**config.mk**
```make
export PLATFORM = sky130hd
export DESIGN_NAME = ahb_apb_bridge
export DESIGN_NICKNAME = d
export VERILOG_FILES = /design/src/rtl/ahb_apb_bridge.sv
export SDC_FILE = /design/constraint.sdc
export NUM_CORES = 1
export LEC_CHECK = 0
export CORE_UTILIZATION = 45
export DETAILED_ROUTE_END_ITERATION = 7
export HOLD_SLACK_MARGIN = 0.1
export PLACE_DENSITY = 0.86
export SLEW_MARGIN = 20
export SYNTH_ARGS = -nofsm -noshare
export SYNTH_HDL_FRONTEND = slang
export SYNTH_SLANG_ARGS = --single-unit
```
**constraint.sdc**
```tcl
create_clock -name PCLK -period 3.41 [get_ports PCLK]
set_input_delay 0.682 -clock PCLK [delete_from_list [all_inputs] [get_ports PCLK]]
set_output_delay 0.682 -clock PCLK [all_outputs]
set_load 0.005 [all_outputs]
```
**src/rtl/ahb_apb_bridge.sv**
```systemverilog
// ahb_apb_bridge
//   Single-clock AHB-Lite slave to APB master bridge. Each accepted AHB-Lite
//   transfer becomes one APB SETUP/ACCESS sequence. PREADY stretches the AHB
//   data phase. An optional PREADY timeout aborts a hung APB access and
//   returns a two-cycle AHB ERROR response.
//
// Parameters
//   TIMEOUT  ACCESS cycles with PREADY low before abort (0 disables the timeout)
//   TW       timeout counter width (TIMEOUT < 2**TW)
//
// Ports
//   PCLK, PRESETn            clock, asynchronous active-low reset
//   HSEL, HADDR, HTRANS,     AHB-Lite address phase (HSIZE is ignored,
//   HWRITE, HSIZE, HREADY    all transfers are 32-bit)
//   HWDATA                   AHB write data (data phase)
//   HREADYOUT, HRESP, HRDATA AHB slave response, all registered
//   PADDR, PWRITE, PWDATA,   APB master request, all registered
//   PSEL, PENABLE
//   PREADY, PRDATA           APB completer response
module ahb_apb_bridge #(
    parameter int TIMEOUT = 255,
    parameter int TW      = 8
) (
    input  logic        PCLK,
    input  logic        PRESETn,
    input  logic        HSEL,
    input  logic [31:0] HADDR,
    input  logic [1:0]  HTRANS,
    input  logic        HWRITE,
    input  logic [2:0]  HSIZE,
    input  logic        HREADY,
    input  logic [31:0] HWDATA,
    output logic        HREADYOUT,
    output logic        HRESP,
    output logic [31:0] HRDATA,
    output logic [31:0] PADDR,
    output logic        PWRITE,
    output logic [31:0] PWDATA,
    output logic        PSEL,
    output logic        PENABLE,
    input  logic        PREADY,
    input  logic [31:0] PRDATA
);

    typedef enum logic [2:0] {
        IDLE,
        LATCH,
        SETUP,
        ACCESS,
        ERR1,
        ERR2
    } state_t;

    localparam logic [TW-1:0] COUNT_LAST = TW'((TIMEOUT > 0) ? (TIMEOUT - 1) : 0);

    state_t        state;
    state_t        next_state;
    logic [TW-1:0] count;
    logic          accept;
    logic          timeout_hit;

    logic          hreadyout_d;
    logic          hresp_d;
    logic          psel_d;
    logic          penable_d;

    // Only HTRANS[1] distinguishes NONSEQ/SEQ from IDLE/BUSY; size is fixed.
    logic          unused_inputs;
    assign unused_inputs = ^{HSIZE, HTRANS[0]};

    assign accept      = HSEL & HTRANS[1] & HREADY;
    assign timeout_hit = (TIMEOUT != 0) && (count == COUNT_LAST);

    // State register; the AHB/APB control outputs are registered from the
    // decode of next_state so they change exactly with the state.
    always_ff @(posedge PCLK or negedge PRESETn) begin
        if (!PRESETn) begin
            state     <= IDLE;
            HREADYOUT <= 1'b1;
            HRESP     <= 1'b0;
            PSEL      <= 1'b0;
            PENABLE   <= 1'b0;
        end else begin
            state     <= next_state;
            HREADYOUT <= hreadyout_d;
            HRESP     <= hresp_d;
            PSEL      <= psel_d;
            PENABLE   <= penable_d;
        end
    end

    // Next-state logic. PREADY is checked before the timeout so a completer
    // answering on the final allowed cycle still completes normally.
    always_comb begin
        next_state = state;
        case (state)
            IDLE:    if (accept) next_state = LATCH;
            LATCH:   next_state = SETUP;
            SETUP:   next_state = ACCESS;
            ACCESS: begin
                if (PREADY)           next_state = IDLE;
                else if (timeout_hit) next_state = ERR1;
                else                  next_state = ACCESS;
            end
            ERR1:    next_state = ERR2;
            ERR2:    next_state = IDLE;
            default: next_state = IDLE;
        endcase
    end

    // Output decode of the upcoming state.
    always_comb begin
        hreadyout_d = 1'b0;
        hresp_d     = 1'b0;
        psel_d      = 1'b0;
        penable_d   = 1'b0;
        case (next_state)
            IDLE:    hreadyout_d = 1'b1;
            SETUP:   psel_d      = 1'b1;
            ACCESS: begin
                psel_d    = 1'b1;
                penable_d = 1'b1;
            end
            ERR1:    hresp_d     = 1'b1;
            ERR2: begin
                hreadyout_d = 1'b1;
                hresp_d     = 1'b1;
            end
            default: ;
        endcase
    end

    // APB request, read data and timeout counter.
    always_ff @(posedge PCLK or negedge PRESETn) begin
        if (!PRESETn) begin
            PADDR  <= '0;
            PWRITE <= 1'b0;
            PWDATA <= '0;
            HRDATA <= '0;
            count  <= '0;
        end else begin
            if (state == IDLE && accept) begin
                PADDR  <= HADDR;
                PWRITE <= HWRITE;
            end
            // HWDATA is valid in the AHB data phase, which is the LATCH cycle.
            if (state == LATCH && PWRITE) begin
                PWDATA <= HWDATA;
            end
            if (state == ACCESS && PREADY && !PWRITE) begin
                HRDATA <= PRDATA;
            end
            if (state == SETUP) begin
                count <= '0;
            end else if (state == ACCESS && !PREADY && !timeout_hit) begin
                count <= count + 1'b1;
            end
        end
    end

endmodule

```
==> results of run 1 <==
==> worst max-delay path by stage <==
| stage | start | cells after the start | to |
|---|---|---|---|
| floorplan | PREADY | 5 | count[4] |
| global placement | PREADY | 4 | HRDATA[6] |
| detailed placement | PREADY | 4 | HRDATA[8] |
| CTS | PREADY | 4 | HRDATA[3] |
| global route | PREADY | 4 | HRDATA[12] |
| finish | PREADY | 4 | HRDATA[3] |
==> report_power, final <==
part           switching, mW  internal (mW)  leakage (nW)
sequential             0.359           1.96          1.36
clock                  0.431          0.377        0.0976
combinational          0.716           1.77          1.51
==> registers in the layout (all words and copies together), names as in the netlist <==
name       flops
HRDATA        32
state          3
PSEL           1
PWRITE         1
HRESP          1
PWDATA        32
PENABLE        1
PADDR         32
HREADYOUT      1
count          8
==> worst max-delay path: stages <==
cell and delay, ns:
clkdlybuf4s50_1 0.50, nand4_1 0.61, buf_4 0.49, mux2_2 0.30
==> through the flow <==
stage                     setup WS [ns]  total power, mW  instances  hold WS, ns  area [sq um]
after floorplan                    1.68             3.31        284        0.386          4540
after global placement            0.704             4.75        607        0.474          6630
after detailed placement          0.668             4.86        607        0.491          6630
after CTS                          1.06             5.68        622        0.366          6840
after global routing              0.994             5.96        622        0.381          6840
final                              1.07             5.62        622        0.342          6840
==> area by class of cell <==
class / count / area, sq um
Clock inverter: 4 / 53.8
Timing Repair Buffer: 206 / 2080
Clock buffer: 11 / 151
Tap cell: 133 / 166
Fill cell: 659 / 2940
Sequential cell: 112 / 2800
Inverter: 5 / 18.8
Multi-Input combinational cell: 151 / 1570
==> layer usage <==
layer | global-route usage (%) | vias to the layer above
li1 | - | 1395
met1 | 23.3 | 1498
met2 | 35.1 | 132
met3 | 5.47 | 11
met4 | 6.26 | 0
met5 | 0 | -
==> layout by cell type (no fill, tap or decap), drive strengths merged, types with 3 or more instances in the layout <==
cell	count
clkdlybuf4s50	202
mux2	97
inv	5
dfrtp	111
o21ai	7
nand3	3
a21oi	3
nor2	7
and2	3
clkbuf	11
nand4	3
buf	4
nand2	4
==> cell families (layout without fill, tap and decap cells) <==
group | count (synthesis) | in the layout | synth area share, %
DFF | 112 | 112 | 61.8
muxes | 97 | 97 | 26.6
and+or+nand+nor | 30 | 30 | 4.11
buffers and inverters | 21 | 226 | 3.64
AOI/OAI and AO/OA | 19 | 19 | 2.76
xor gates and xnor gates | 3 | 3 | 0.579
adders and majority gates | 2 | 2 | 0.551
==> cells in the mapped netlist, drive strengths merged <==
master,n,area share (%)
dfrtp,111,61
dfstp,1,0.58
a211oi,1,0.17
xor2,1,0.19
a31oi,1,0.14
and4bb,2,0.55
o2111ai,2,0.39
buf,14,3.1
nand4,3,0.55
ha,2,0.55
a32o,2,0.44
and3,1,0.14
nand4bb,1,0.25
o21ai,7,0.77
a21oi,3,0.33
clkbuf,2,0.17
nor2,7,0.74
xnor2,2,0.39
mux2,97,27
or2,1,0.14
nor3,2,0.22
nand3,3,0.33
or3,2,0.28
nand2,4,0.33
and2b,1,0.17
o31ai,1,0.17
o211ai,1,0.17
inv,5,0.41
and2,3,0.41
a21o,1,0.19
==> results.json, run 1 <==
{
  "path_max_fanout": 21,
  "cts_resized": 0,
  "yosysWarnings": 0,
  "postRouteAntennaNets": 0,
  "insertion_delay_ns": 0.37,
  "coreArea_sq_mm": 0.00977,
  "finalCriticalPeriod_ns": 2.34,
  "gr-usage-all-layers_pct": 19.8,
  "post_drt_wl_per_cell_um": 16.6,
  "final_nets": 594,
  "path_clk_slew_ns": 0.10,
  "port_buffers": 203,
  "wl_met2_um": 5330,
  "dr_wl_met3_um": 787,
  "ys_seq_elements": 112,
  "ys_types": 38,
  "antenna_found_initial": 0,
  "startpoint_type": "primary input",
  "cts_sinks": 112,
  "met1_length_um": 4100,
  "hold_violations": 0,
  "fin_crit_sh_pct": 68.7,
  "fin_tns_setup_ns": 0,
  "start_util_pct": 46.4,
  "vias_per_cell": 4.88,
  "cts_tree": "built",
  "route.detailed.drc": 0,
  "grt_max_degree": 60,
  "dp_hpwl_um": 7720,
  "crit_type": "in2reg",
  "clock-root-buffer": "clkbuf_8",
  "cts_hold_buf": 0,
  "dieArea_sq_mm": 0.0105,
  "reg2reg_depth": 4,
  "max_cap_violations": 0,
  "vias": 3036,
  "rsz0062_at_grt": "no",
  "r2r-start": "state[2]",
  "outcome": "finished clean",
  "cts_setup_buffers": 0,
  "synth_area_sq_mm": 0.00454,
  "highest_layer": "met4",
  "grt_pass1_vias": 3125,
  "synth_nets": 393,
  "final_util_pct": 70.0,
  "yosysSeqAreaShare_pct": 61.8,
  "grt_pass1_wl_um": 15600,
  "drt-total-wl_um": 10300,
  "slew_violations": 0,
  "syn_inst": 284,
  "avgSynthCellArea_sq_um": 16.0,
  "cp.required_ns": 3.66,
  "area_delta_synth_final_pct": 50.7,
  "clock_path_buffers": 2,
  "antenna_cells": 0,
  "final-setup-viol-count": 0,
  "ir_worst_vdd_mv": 0.409,
  "drt-initial-drc-count": 66,
  "io_pins": 208,
  "r2r_end": "HRDATA[3]",
  "fmax_mhz": 427,
  "cp_data_arrival_time_ns": 2.60,
  "grt_overflow": 0,
  "drive_above_1_share_pct": 24.7,
  "tightest_slew_ns": 0.834,
  "r2r_slack_ns": 1.23,
  "gp_congestion": 0.754,
  "dr.pass1.iters": 4,
  "ctsHtreeMaxLevel": 3,
  "num_rows": 36,
  "hp-class": "in2async",
  "die_h_um": 102,
  "finClkSkew_ns": 0.0113,
  "fp.dieW_um": 102,
  "p_per_area_mw_per_mm2": 821,
  "relSlewSlack_pct": 43.9,
  "power.leakage_nw": 2.97,
  "cts_buffers": 9,
  "endpoint_kind": "flop"
}
Note: power is estimated with default switching activity, not from simulation.
==> run 2: changes to the inputs <==
--- a/config.mk
+++ b/config.mk
@@ -5,10 +5,10 @@
 export SDC_FILE = /design/constraint.sdc
 export NUM_CORES = 1
 export LEC_CHECK = 0
-export CORE_UTILIZATION = 45
+export CORE_UTILIZATION = 41
 export DETAILED_ROUTE_END_ITERATION = 7
 export HOLD_SLACK_MARGIN = 0.1
-export PLACE_DENSITY = 0.86
+export PLACE_DENSITY = 0.8
 export SLEW_MARGIN = 20
 export SYNTH_ARGS = -nofsm -noshare
 export SYNTH_HDL_FRONTEND = slang
==> constraint.sdc (replaced) <==
create_clock -name PCLK -period 2.2 [get_ports PCLK]
set_input_delay 0.44 -clock PCLK [delete_from_list [all_inputs] [get_ports PCLK]]
set_output_delay 0.44 -clock PCLK [all_outputs]
set_load 0.005 [all_outputs]
==> results.json, run 2 (synthesis results as in run 1) <==
{
  "r2r_slack_ns": 0.28,
  "reg2reg_depth": 5,
  "fin_crit_sh_pct": 87.2,
  "power.leakage_nw": 3.00,
  "ir_worst_vdd_mv": 0.555,
  "endpoint_kind": "flop",
  "placed_cell_area_sq_mm": 0.00671,
  "startpoint_type": "flop",
  "path_clk_slew_ns": 0.10,
  "place_ws_ns": 0.138,
  "ctsHtreeMaxLevel": 3,
  "grt_pass1_wl_um": 15800,
  "post_drt_wl_per_cell_um": 16.0,
  "path_max_fanout": 8,
  "cts_sinks": 112,
  "p_sw_mw": 2.25,
  "outcome": "finished clean",
  "drt-total-wl_um": 10100,
  "insertion_delay_ns": 0.38,
  "r2r_end": "state[1]",
  "holdPathEnd": "PWDATA[7]",
  "port_buffers": 203,
  "pwr-share-seq_pct": 41.6,
  "fin_tns_setup_ns": 0,
  "hp-class": "reg2reg",
  "drive_above_1_share_pct": 24.7,
  "final_area_sq_mm": 0.00689,
  "postRouteAntennaNets": 0,
  "start_util_pct": 42.0,
  "clock_path_buffers": 2,
  "grt_pass1_vias": 3201,
  "slew_violations": 0,
  "grt_overflow": 0,
  "gp_congestion": 0.785,
  "hold_violations": 0,
  "p_sw_share_pct": 26.1,
  "fill_cells": 858,
  "coreArea_sq_mm": 0.0108,
  "die_h_um": 107,
  "vias_per_cell": 4.75,
  "layout_common_cells": "202 x clkdlybuf4s50_1, 111 x dfrtp_1, 66 x mux2_2",
  "tightest_slew_ns": 0.833,
  "relSlewSlack_pct": 44.0,
  "area_delta_synth_final_pct": 51.9,
  "rsz0062_at_grt": "no",
  "cp.required_ns": 2.41,
  "crit_type": "reg2reg",
  "cts_setup_buffers": 0,
  "met1_length_um": 4170,
  "hold_path_depth": 1,
  "combPwrFrac_pct": 44.9,
  "p_per_area_mw_per_mm2": 1250,
  "dr.pass1.iters": 4,
  "hp-start": "PWDATA[7]",
  "cts_buffers": 9,
  "grt_max_degree": 43,
  "dieArea_sq_mm": 0.0115,
  "clock-root-buffer": "clkbuf_8",
  "reg_top3": "HRDATA: 32 flops, PADDR: 32 flops, PWDATA: 32 flops",
  "finalCriticalPeriod_ns": 1.92,
  "antenna_found_initial": 0,
  "vias": 3005,
  "p_int_mw": 6.36,
  "max_cap_violations": 0,
  "io_pins": 208,
  "final_common_cell": "clkdlybuf4s50_1",
  "finClkSkew_ns": 0.00855,
  "final-setup-viol-count": 0,
  "wl_met2_um": 5100,
  "drt-initial-drc-count": 103,
  "dr_wl_met3_um": 818,
  "dp_hpwl_um": 7520,
  "fin_total_pwr_mw": 8.61,
  "clkPwrFrac_pct": 13.5,
  "route.detailed.drc": 0,
  "fmax_mhz": 521,
  "cts_tree": "built",
  "gr-usage-all-layers_pct": 18.2,
  "cp_data_arrival_time_ns": 2.13,
  "highest_layer": "met4",
  "num_rows": 38,
  "antenna_cells": 0,
  "fp.dieW_um": 107,
  "final_nets": 600,
  "r2r-start": "count[0]",
  "setup_ws_ns": 0.281
}
-- run 2: timing repair --
action	4_1_cts	5_1_grt
hold buffers	1	0
hold endpoints to repair	38	0
gates resized for setup	0	0
-- run 2: power by group through the flow --
stage	Sequential, mW	Combinational [mW]	Clock [mW]
floorplan	3.62	1.51	0
global placement	3.58	3.83	0
detailed placement	3.63	3.91	0
CTS	3.59	3.93	1.21
global route	3.70	4.15	1.30
finish	3.58	3.87	1.17
-- run 2: how the worst max path moves through the flow --
stage | from | endpoint | slack, ns | cells after the start
floorplan | state[1] | PADDR[0] | 0.56 | 7
global placement | PREADY | count[6] | 0.18 | 5
detailed placement | PREADY | count[4] | 0.14 | 5
CTS | count[0] | state[1] | 0.28 | 5
global route | count[0] | PSEL | 0.1 | 5
finish | count[0] | state[1] | 0.28 | 5
-- run 2: worst max-delay path: stages, from the launching register on --
cell and delay [ns]:
dfrtp_1 0.43, inv_1 0.08, ha_1 0.17, nand2_1 0.14, o31ai_1 0.71, o21ai_0 0.23
-- run 2: metrics by stage --
step	hold slack, ns	util (%)	instances
floorplan	0.144	-	284
global placement	0.468	62.1	619
detailed placement	0.479	62.1	619
CTS	0.511	63.8	633
global route	0.523	63.8	633
finish	0.504	63.8	633
-- run 2: layout make-up --
type | count | area (sq um) | area share [%]
clock buffers | 12 | 145 | 2.11
repair buffers | 212 | 2150 | 31.2
clock inverters | 1 | 30.0 | 0.436
well taps | 140 | 175 | 2.54
flip-flops and latches | 112 | 2800 | 40.7
inverters | 5 | 18.8 | 0.272
multi-input cells | 151 | 1570 | 22.8
-- run 2: routing by layer --
metal | up-vias | global-route usage, %
met5 | - | 0
met4 | 0 | 4.99
met3 | 6 | 7.42
met2 | 128 | 30.5
met1 | 1461 | 21.5
li1 | 1410 | -
